## config.mk

```make
export PLATFORM = sky130hd
export DESIGN_NAME = cordic_op_dispatcher
export DESIGN_NICKNAME = d
export VERILOG_FILES = /design/src/rtl/cordic_op_dispatcher.sv
export SDC_FILE = /design/constraint.sdc
export NUM_CORES = 1
export LEC_CHECK = 0
export ABC_AREA = 1
export BUFFER_PORTS_ARGS = -buffer_cell sky130_fd_sc_hd__buf_2
export CAP_MARGIN = 10
export CORE_ASPECT_RATIO = 0.5
export CORE_MARGIN = 2
export CORE_UTILIZATION = 43
export DETAILED_ROUTE_END_ITERATION = 10
export GPL_TIMING_DRIVEN = 0
export SLEW_MARGIN = 20
export SYNTH_ARGS = -nofsm -noshare
export SYNTH_HDL_FRONTEND = slang
export SYNTH_SLANG_ARGS = --single-unit
```

## constraint.sdc

```tcl
create_clock -name clk -period 6.3 [get_ports clk]
set_input_delay 1.26 -clock clk [delete_from_list [all_inputs] [get_ports clk]]
set_output_delay 1.26 -clock clk [all_outputs]
set_load 0.02 [all_outputs]
```

## src/rtl/cordic_op_dispatcher.sv

```systemverilog
`default_nettype none
// ============================================================================
// Module  : cordic_op_dispatcher
// Brief   : FIFO-buffered request front end that issues one op at a time to a
//           CORDIC core and returns tagged results. Optional WAIT timeout is
//           enabled by defining DISPATCH_TIMEOUT_EN.
// Rev     : 1.0
// ============================================================================
module cordic_op_dispatcher #(
  parameter int WIDTH   = 32,
  parameter int DEPTH   = 4,
  parameter int TAG_W   = 4,
  parameter int TIMEOUT = 64
) (
  input  logic             clk,
  input  logic             rst,
  input  logic             i_cmd_valid,
  output logic             o_cmd_ready,
  input  logic [3:0]       i_cmd_op,
  input  logic [WIDTH-1:0] i_cmd_x,
  input  logic [WIDTH-1:0] i_cmd_y,
  input  logic [WIDTH-1:0] i_cmd_z,
  input  logic [TAG_W-1:0] i_cmd_tag,
  output logic             o_cordic_enable,
  output logic [3:0]       o_cordic_operation,
  output logic [WIDTH-1:0] o_cordic_x,
  output logic [WIDTH-1:0] o_cordic_y,
  output logic [WIDTH-1:0] o_cordic_z,
  input  logic [WIDTH-1:0] i_cordic_result,
  input  logic             i_cordic_done,
  output logic             o_res_valid,
  input  logic             i_res_ready,
  output logic [WIDTH-1:0] o_res_data,
  output logic [TAG_W-1:0] o_res_tag,
  output logic [1:0]       o_res_err,
  output logic             o_busy
);

  localparam int         AW           = $clog2(DEPTH);
  localparam logic [3:0] c_OP_DEFAULT = 4'b1111;
  localparam logic [3:0] c_OP_MAX     = 4'd9;
  localparam logic [AW:0] c_PTR_ONE   = {{AW{1'b0}}, 1'b1};
  localparam bit c_PARAMS_OK = (DEPTH >= 2) && ((DEPTH & (DEPTH - 1)) == 0) && (TIMEOUT >= 1);

  typedef enum logic [1:0] {
    ST_IDLE  = 2'd0,
    ST_ISSUE = 2'd1,
    ST_WAIT  = 2'd2,
    ST_HOLD  = 2'd3
  } state_t;

  state_t           r_state;
  logic [AW:0]      r_wr_ptr;
  logic [AW:0]      r_rd_ptr;
  logic             r_rdy_en;
  logic [TAG_W-1:0] r_tag;

  logic [3:0]       r_fifo_op  [DEPTH];
  logic [WIDTH-1:0] r_fifo_x   [DEPTH];
  logic [WIDTH-1:0] r_fifo_y   [DEPTH];
  logic [WIDTH-1:0] r_fifo_z   [DEPTH];
  logic [TAG_W-1:0] r_fifo_tag [DEPTH];

  logic          w_empty;
  logic          w_full;
  logic          w_push;
  logic [AW-1:0] w_wr_idx;
  logic [AW-1:0] w_rd_idx;

`ifdef DISPATCH_TIMEOUT_EN
  localparam int          CW         = $clog2(TIMEOUT + 1);
  localparam logic [CW-1:0] c_TO_LAST  = CW'(TIMEOUT - 1);
  localparam logic [CW-1:0] c_CNT_ONE  = {{(CW-1){1'b0}}, 1'b1};
  logic [CW-1:0] r_wait_cnt;
`endif

  assign w_wr_idx = r_wr_ptr[AW-1:0];
  assign w_rd_idx = r_rd_ptr[AW-1:0];
  assign w_empty  = (r_wr_ptr == r_rd_ptr);
  assign w_full   = (r_wr_ptr[AW] != r_rd_ptr[AW]) && (w_wr_idx == w_rd_idx);
  // An illegal configuration simply never accepts a request.
  assign o_cmd_ready = c_PARAMS_OK && r_rdy_en && !w_full;
  assign w_push      = i_cmd_valid && o_cmd_ready;
  assign o_busy      = (r_state != ST_IDLE) || !w_empty;

  always_ff @(posedge clk) begin
    if (w_push) begin
      r_fifo_op[w_wr_idx]  <= i_cmd_op;
      r_fifo_x[w_wr_idx]   <= i_cmd_x;
      r_fifo_y[w_wr_idx]   <= i_cmd_y;
      r_fifo_z[w_wr_idx]   <= i_cmd_z;
      r_fifo_tag[w_wr_idx] <= i_cmd_tag;
    end
  end

  always_ff @(posedge clk or negedge rst) begin
    if (!rst) begin
      r_state            <= ST_IDLE;
      r_wr_ptr           <= '0;
      r_rd_ptr           <= '0;
      r_rdy_en           <= 1'b0;
      r_tag              <= '0;
      o_cordic_enable    <= 1'b0;
      o_cordic_operation <= c_OP_DEFAULT;
      o_cordic_x         <= '0;
      o_cordic_y         <= '0;
      o_cordic_z         <= '0;
      o_res_valid        <= 1'b0;
      o_res_data         <= '0;
      o_res_tag          <= '0;
      o_res_err          <= 2'b00;
`ifdef DISPATCH_TIMEOUT_EN
      r_wait_cnt         <= '0;
`endif
    end else begin
      r_rdy_en        <= 1'b1;
      o_cordic_enable <= 1'b0;
      if (w_push) begin
        r_wr_ptr <= r_wr_ptr + c_PTR_ONE;
      end
      case (r_state)
        ST_IDLE: begin
          if (!w_empty) begin
            r_rd_ptr <= r_rd_ptr + c_PTR_ONE;
            r_tag    <= r_fifo_tag[w_rd_idx];
            if (r_fifo_op[w_rd_idx] > c_OP_MAX) begin
              // Rejected op: answer directly without touching the core.
              o_res_valid <= 1'b1;
              o_res_data  <= '0;
              o_res_err   <= 2'b01;
              o_res_tag   <= r_fifo_tag[w_rd_idx];
              r_state     <= ST_HOLD;
            end else begin
              o_cordic_operation <= r_fifo_op[w_rd_idx];
              o_cordic_x         <= r_fifo_x[w_rd_idx];
              o_cordic_y         <= r_fifo_y[w_rd_idx];
              o_cordic_z         <= r_fifo_z[w_rd_idx];
              o_cordic_enable    <= 1'b1;
              r_state            <= ST_ISSUE;
            end
          end
        end
        ST_ISSUE: begin
          r_state <= ST_WAIT;
`ifdef DISPATCH_TIMEOUT_EN
          r_wait_cnt <= '0;
`endif
        end
        ST_WAIT: begin
          if (i_cordic_done) begin
            o_res_valid <= 1'b1;
            o_res_data  <= i_cordic_result;
            o_res_err   <= 2'b00;
            o_res_tag   <= r_tag;
            r_state     <= ST_HOLD;
          end
`ifdef DISPATCH_TIMEOUT_EN
          else if (r_wait_cnt == c_TO_LAST) begin
            o_res_valid <= 1'b1;
            o_res_data  <= '0;
            o_res_err   <= 2'b10;
            o_res_tag   <= r_tag;
            r_state     <= ST_HOLD;
          end else begin
            r_wait_cnt <= r_wait_cnt + c_CNT_ONE;
          end
`endif
        end
        ST_HOLD: begin
          if (i_res_ready) begin
            o_res_valid <= 1'b0;
            r_state     <= ST_IDLE;
          end
        end
        default: r_state <= ST_IDLE;
      endcase
    end
  end

endmodule
`default_nettype wire

```

==> metrics.cfg, run 1 <==
[routing]
firstDrtPassIters = 5
wire_per_inst_um = 18.8
avgViaCountPerCell = 5.04
ant_nets = 0
drc = 0
finalWirelength_um = 53600
dr.first_iter.drc_count = 1098
via_count = 14390

[die]
die_h_um = 163
coreArea_um2 = 50100
start_util_pct = 43.4
die-area_um2 = 52400
rows = 58
die_w_um = 322
ios = 283

[layout]
nNetsFinal = 2293
final_area_um2 = 26100
mostFrequentLayoutCell = nand2_1
drive_above_1_share_pct = 20.2
instances_no_fill = 2855
layout_common_cells = 466 x nand2_1, 416 x edfxtp_1, 308 x buf_2
syn_to_final_growth_pct = 20.3

[timing]
setup_ws_ps = 2900
slew_violations = 0
hold_ws_ps = 466
rsz0062_at_grt = no
period_share_pct = 53.9
worstMarginPinSlew_ps = 881
setup_viol = 0
hold_viol_final = 0
slew_headroom_pct = 41.3
skew_ps = 25.4
clock.fmax_ghz = 0.294
min_period_ps = 3400

[yosys]
ys_async_sr_fraction_pct = 26.8
syn_area_per_cell_um2 = 12.2
yosys_most_used_dff = edfxtp_1
synth-seq-cells = 568
syn_nets = 1936
synth_cells = 1786
synth.yosys.warnings = 0
synth_area_um2 = 21700
synth_edf_count = 416
yosysUniqueCellTypes = 29
ys_seq_area_share_pct = 75.0

[job]
maxCapViolations = 0

[global_routing]
track_usage_pct = 20.4
grt_start_max_net_pins = 90
grt_antenna_before_repair = 11
grt_pass1_wl_um = 81600
grt_pass1_vias = 14177
grt_overflow = 0

[clock_tree]
tritoncts = built
insertion_delay_ps = 570
cts_hold_buffers = 0
clk_path_buf_depth = 3
clkTransAtPathRegs_ps = 70
cts_buffers = 51
cts_sinks = 568
cts_resized = 0
cts_root_buffer = clkbuf_16
cts_setup_buffers = 0
h-tree-depth = 2

[critical_path]
setup.worst_path.start = r_rd_ptr[1]
path_class = flop to flop
rrSetupSlack_ps = 2900
required_ps = 6580
cp-start-kind = flop
crit_arrival_ps = 3670
worstRegToRegCells = 10
endpoint_kind = flop
timing.rr.start = r_rd_ptr[1]
endpoint = r_fifo_x[0][18]
rr_endpoint = r_fifo_x[0][18]
worstPathMaxFanout = 22

[placement]
dpl_cell_area_um2 = 24600
dp_hpwl_um = 35200
io_buffers = 281
place_inst = 2750
routabilityCongestion = 0.779
pre_cts_ws_ps = 2500

[pwr]
p_leak_nw = 10.8
vdd_drop_max_mv = 0.271
intPower_mw = 7.92
clkPwrFrac_pct = 22.7
pwr_density_cell_nw_per_um2 = 496
p_seq_share_pct = 39.5
totalPowerFinal_mw = 13.0
switching_power_mw = 5.04
power_frac_comb_pct = 37.8
p_sw_share_pct = 38.9

[min_path]
hold_depth = 2
hold_class = flop to flop

[outcome]
outcome = finished clean

-- metrics by stage --
step / setup TNS (ps) / utilization (%)
2_1_floorplan: -41600 / -
3_3_place_gp: -1316620 / 47.8
3_5_place_dp: 0 / 49.1
4_1_cts: 0 / 52.2
5_1_grt: 0 / 52.2
6_report: 0 / 52.2
-- critical path, stage by stage (launching register included) --
cell and delay [ps]:
dfrtp_1 500, inv_2 140, nand2_1 90, nand2_1 100
nand4_1 160, nand3_1 470, nor2_4 800, buf_16 250
buf_16 180, buf_16 170, buf_12 190
-- worst min path at each step --
| stage | end | startpoint | slack, ps |
|---|---|---|---|
| 5_1_grt | o_cordic_operation[0] | o_cordic_operation[0] | 490 |
| 3_3_place_gp | o_res_valid | o_res_valid | 450 |
| 4_1_cts | o_res_data[1] | o_res_data[1] | 470 |
| 6_report | o_res_data[1] | o_res_data[1] | 470 |
| 3_5_place_dp | o_res_data[1] | o_res_data[1] | 450 |
| 2_1_floorplan | r_state[0] | r_state[0] | 470 |
-- registers in the layout (all words and copies together) (netlist names) --
signal	count
o_res_data	32
o_cordic_y	32
r_tag	4
r_rdy_en	1
o_res_tag	4
r_fifo_y	128
o_cordic_z	32
o_cordic_enable	1
o_cordic_x	32
r_fifo_op	16
o_res_valid	1
r_fifo_tag	16
r_fifo_z	128
r_rd_ptr	3
r_wr_ptr	3
r_state	2
r_fifo_x	128
o_res_err	1
o_cordic_operation	4
-- routing by layer --
metal	global-route usage [%]	wire, µm	part of all wire [%]
met5	0	13	0.024
met1	26.9	22500	42
met2	34.6	27100	51
met3	3.39	2800	5.2
met4	6.80	1150	2.1
-- area by class of cell --
| cell class | instances | area [µm²] |
|---|---|---|
| well taps | 660 | 826 |
| fillers | 4392 | 23900 |
| clock buffers | 65 | 1340 |
| plain buffers | 106 | 546 |
| diodes | 10 | 25.0 |
| inverters | 56 | 213 |
| multi-input cells | 1056 | 4690 |
| flip-flops and latches | 568 | 16300 |
| repair buffers | 304 | 1990 |
| clock inverters | 30 | 209 |
-- cells in the mapped netlist (all sizes together) (3+ instances only) --
master,n,area [µm²]
dfrtp,148,3700
o21ai,218,1090
edfxtp,416,12500
nand3,46,230
buf,53,347
ha,9,113
nor2,207,780
dfstp,4,105
clkbuf,53,199
nand2,468,1760
o22ai,97,607
inv,55,209
xor2,3,26.3
-- cell families after synthesis --
group	share of synthesized area, %
AND/OR/NAND/NOR	12.9
flip-flops	75.0
AO/OA/AOI/OAI	7.86
buffers and inverters	3.49
adder cells (fa/ha/maj)	0.518
XOR/XNOR	0.161
other	0.0346
-- power by group through the flow --
stage / sequential, mW / combinational (mW) / clock, mW
finish: 5.12 / 4.89 / 2.94
global route: 5.20 / 5.46 / 3.17
CTS: 5.13 / 4.96 / 3.00
detailed placement: 5.19 / 4.95 / 0
global placement: 5.28 / 4.75 / 0
floorplan: 5.71 / 2.58 / 0
Power figures use the tool's default switching activity.
==> run 2: changes to the inputs <==
--- a/config.mk
+++ b/config.mk
@@ -5,7 +5,7 @@
 export SDC_FILE = /design/constraint.sdc
 export NUM_CORES = 1
 export LEC_CHECK = 0
-export ABC_AREA = 1
+export ABC_AREA = 0
 export BUFFER_PORTS_ARGS = -buffer_cell sky130_fd_sc_hd__buf_2
 export CAP_MARGIN = 10
 export CORE_ASPECT_RATIO = 0.5
==> constraint.sdc (replaced) <==
create_clock -name clk -period 3.4 [get_ports clk]
set_input_delay 0.68 -clock clk [delete_from_list [all_inputs] [get_ports clk]]
set_output_delay 0.68 -clock clk [all_outputs]
set_load 0.02 [all_outputs]
==> run 2 against run 1 <==
Total power up 78%. Sequential power up 87%. Maximum frequency up 8.2%. Wire length down 16%. Synthesized area down 3.9%. Global-route usage down 3.1 points. Critical path depth down 3. Critical path type unchanged.
==> metrics.cfg, run 2 <==
[yosys]
syn_nets = 1094  ; was 1,936
ys_async_sr_fraction_pct = 26.8  ; unchanged
synth-seq-cells = 568  ; unchanged
synth_cells = 944  ; was 1,786
ys_seq_area_share_pct = 78.1  ; was 75.0%
yosysMostFrequentCell = edfxtp_1  ; was nand2_1
yosys_most_used_dff = edfxtp_1  ; unchanged
yosys-top-cells-area = edfxtp_1 60%, dfrtp_1 18%, mux4_2 11%, mux2_1 5.4%, a22o_1 1.3%  ; was edfxtp_1 58%, dfrtp_1 17%, nand2_1 8.1%, o21ai_0 5.0%, nor2_1 3.6%
synth_edf_count = 416  ; unchanged
synth_top_area_share_pct = 59.8  ; was 57.5%
yosysUniqueCellTypes = 34  ; was 29
syn_area_per_cell_um2 = 22.1  ; was 12.2 µm²
yosysTopAreaCell = edfxtp_1  ; unchanged
synth.yosys.warnings = 0  ; unchanged
synth_area_um2 = 20900  ; was 21,700 µm²
yosys-top-cells-count = 416 x edfxtp_1, 148 x dfrtp_1, 104 x mux4_2  ; was 466 x nand2_1, 416 x edfxtp_1, 216 x o21ai_0

[routing]
dr.first_iter.drc_count = 592  ; was 1,098
via_count = 10267  ; was 14,390
wire_per_inst_um = 22.8  ; was 18.8 µm
finalWirelength_um = 45300  ; was 53,600 µm
avgViaCountPerCell = 5.16  ; was 5.04
ant_nets = 0  ; unchanged
drc = 0  ; unchanged
firstDrtPassIters = 5  ; unchanged

[critical_path]
timing.rr.start = r_rd_ptr[1]  ; unchanged
endpoint_kind = flop  ; unchanged
setup.worst_path.start = r_rd_ptr[1]  ; unchanged
worstPathMaxFanout = 37  ; was 22
cp-start-kind = flop  ; unchanged
worstRegToRegCells = 7  ; was 10
required_ps = 3650  ; was 6580 ps
endpoint = r_fifo_z[3][19]  ; was r_fifo_x[0][18]
rrSetupSlack_ps = 260  ; was 2900 ps
crit_arrival_ps = 3380  ; was 3670 ps
rr_endpoint = r_fifo_z[3][19]  ; was r_fifo_x[0][18]
path_class = flop to flop  ; unchanged

[timing]
period_share_pct = 92.3  ; was 53.9%
min_period_ps = 3140  ; was 3400 ps
setup_viol = 0  ; unchanged
hold_viol_final = 0  ; unchanged
clock.fmax_ghz = 0.319  ; was 0.294 GHz
rsz0062_at_grt = no  ; unchanged
skew_ps = 13.9  ; was 25.4 ps
slew_violations = 0  ; unchanged
worstMarginPinSlew_ps = 1020  ; was 881 ps
setup_ws_ps = 263  ; was 2900 ps
slew_headroom_pct = 31.7  ; was 41.3%

[min_path]
hold_class = input port to flop  ; was flop to flop

[clock_tree]
clk_path_buf_depth = 3  ; unchanged
cts_setup_buffers = 0  ; unchanged
h-tree-depth = 2  ; unchanged
cts_buffers = 50  ; was 51
tritoncts = built  ; unchanged
insertion_delay_ps = 570  ; about the same
cts_sinks = 568  ; unchanged
cts_root_buffer = clkbuf_16  ; unchanged
clkTransAtPathRegs_ps = 70  ; about the same

[placement]
place_inst = 1884  ; was 2,750
pre_cts_ws_ps = 166  ; was 2500 ps
dpl_cell_area_um2 = 23400  ; was 24,600 µm²
routabilityCongestion = 0.746  ; was 0.779
dp_hpwl_um = 27700  ; was 35,200 µm
io_buffers = 281  ; unchanged

[die]
coreArea_um2 = 48200  ; was 50,100 µm²
start_util_pct = 43.3  ; was 43.4%
rows = 57  ; was 58
ios = 283  ; unchanged
die-area_um2 = 50400  ; was 52,400 µm²
die_h_um = 160  ; was 163 µm
die_w_um = 316  ; was 322 µm

[global_routing]
grt_start_max_net_pins = 56  ; was 90
track_usage_pct = 17.4  ; was 20.4%
grt_pass1_vias = 10980  ; was 14,177
grt_overflow = 0  ; unchanged
grt_pass1_wl_um = 66100  ; was 81,600 µm
grt_antenna_before_repair = 7  ; was 11

[job]
maxCapViolations = 0  ; unchanged

[layout]
drive_above_1_share_pct = 38.5  ; was 20.2%
nNetsFinal = 1442  ; was 2,293
mostFrequentLayoutCell = edfxtp_1  ; was nand2_1
instances_no_fill = 1988  ; was 2,855
utilization_pct = 52.3  ; was 52.2%
final_area_um2 = 25200  ; was 26,100 µm²
syn_to_final_growth_pct = 20.7  ; was 20.3%
layout_common_cells = 416 x edfxtp_1, 289 x buf_2, 148 x dfrtp_1  ; was 466 x nand2_1, 416 x edfxtp_1, 308 x buf_2
top_regs = r_fifo_x: 128 flops, r_fifo_y: 128 flops, r_fifo_z: 128 flops  ; unchanged

[pwr]
vdd_drop_max_mv = 0.345  ; was 0.271 mV
totalPowerFinal_mw = 23.1  ; was 13.0 mW
p_leak_nw = 9.34  ; was 10.8 nW
pwr_density_cell_nw_per_um2 = 918  ; was 496 nW/µm²

[outcome]
outcome = finished clean  ; unchanged

run 2: how the worst min path moves through the flow:
stage,startpoint,slack (ps),end,cells past startpoint
after floorplan,rst,380,o_cordic_enable,0
after global placement,o_cordic_z[10],460,o_cordic_z[10],1
after detailed placement,o_cordic_z[24],470,o_cordic_z[24],1
after CTS,i_cmd_y[22],290,r_fifo_y[0][22],1
after global routing,i_cmd_op[0],290,r_fifo_op[1][0],1
final,i_cmd_y[16],320,r_fifo_y[1][16],1
run 2: cell families after synthesis:
| group | synth area share (%) |
|---|---|
| flops | 78.1 |
| mux | 16.7 |
| simple gates | 1.17 |
| buf+inv | 1.35 |
| compound gates | 1.85 |
| fa+ha+maj | 0.540 |
| xor+xnor | 0.294 |
| other cells | 0.0360 |
run 2: final cells by class:
type,instances,area [µm²]
antenna,6,15.0
inverter,8,30.0
multi-input combinational,328,4340
sequential,568,16300
tap,649,812
timing repair buffer,292,1700
fill,3904,23000
clock inverter,25,340
clock buffer,68,1400
buffer,44,251
run 2: metal layers:
layer  vias up  global-route usage [%]  wire [µm]
met2       231                    31.2      24100
met4         0                    4.98        885
met1      5430                    21.6      18400
li1       4534                       -          -
met3        72                    3.09       1910
met5         -                       0          0
run 2: critical path, cell delays in order, from the launching register on:
cell and delay (ps):
dfrtp_1 350, clkbuf_1 380, xor2_1 280, nor2_1 80, a21boi_2 490, and3_4 600
buf_16 300, buf_16 270
run 2: per-stage QoR:
| step | hold WS, ps | setup TNS, ps |
|---|---|---|
| 6_report | 322 | 0 |
| 5_1_grt | 295 | 0 |
| 4_1_cts | 293 | 0 |
| 3_5_place_dp | 469 | 0 |
| 3_3_place_gp | 462 | -576210 |
| 2_1_floorplan | 384 | 0 |
run 2: power by group:
group	internal, mW	switching (mW)	total [mW]
Clock	3.50	2.49	5.99
Sequential	9.05	0.554	9.60
Combinational	3.18	4.35	7.53
Total	15.7	7.39	23.1
run 2: repair_timing:
item,CTS,global route
hold endpoints to repair,44,0
resized for setup,0,1
hold buffers,1,0
endpoints found under the setup margin,0,123
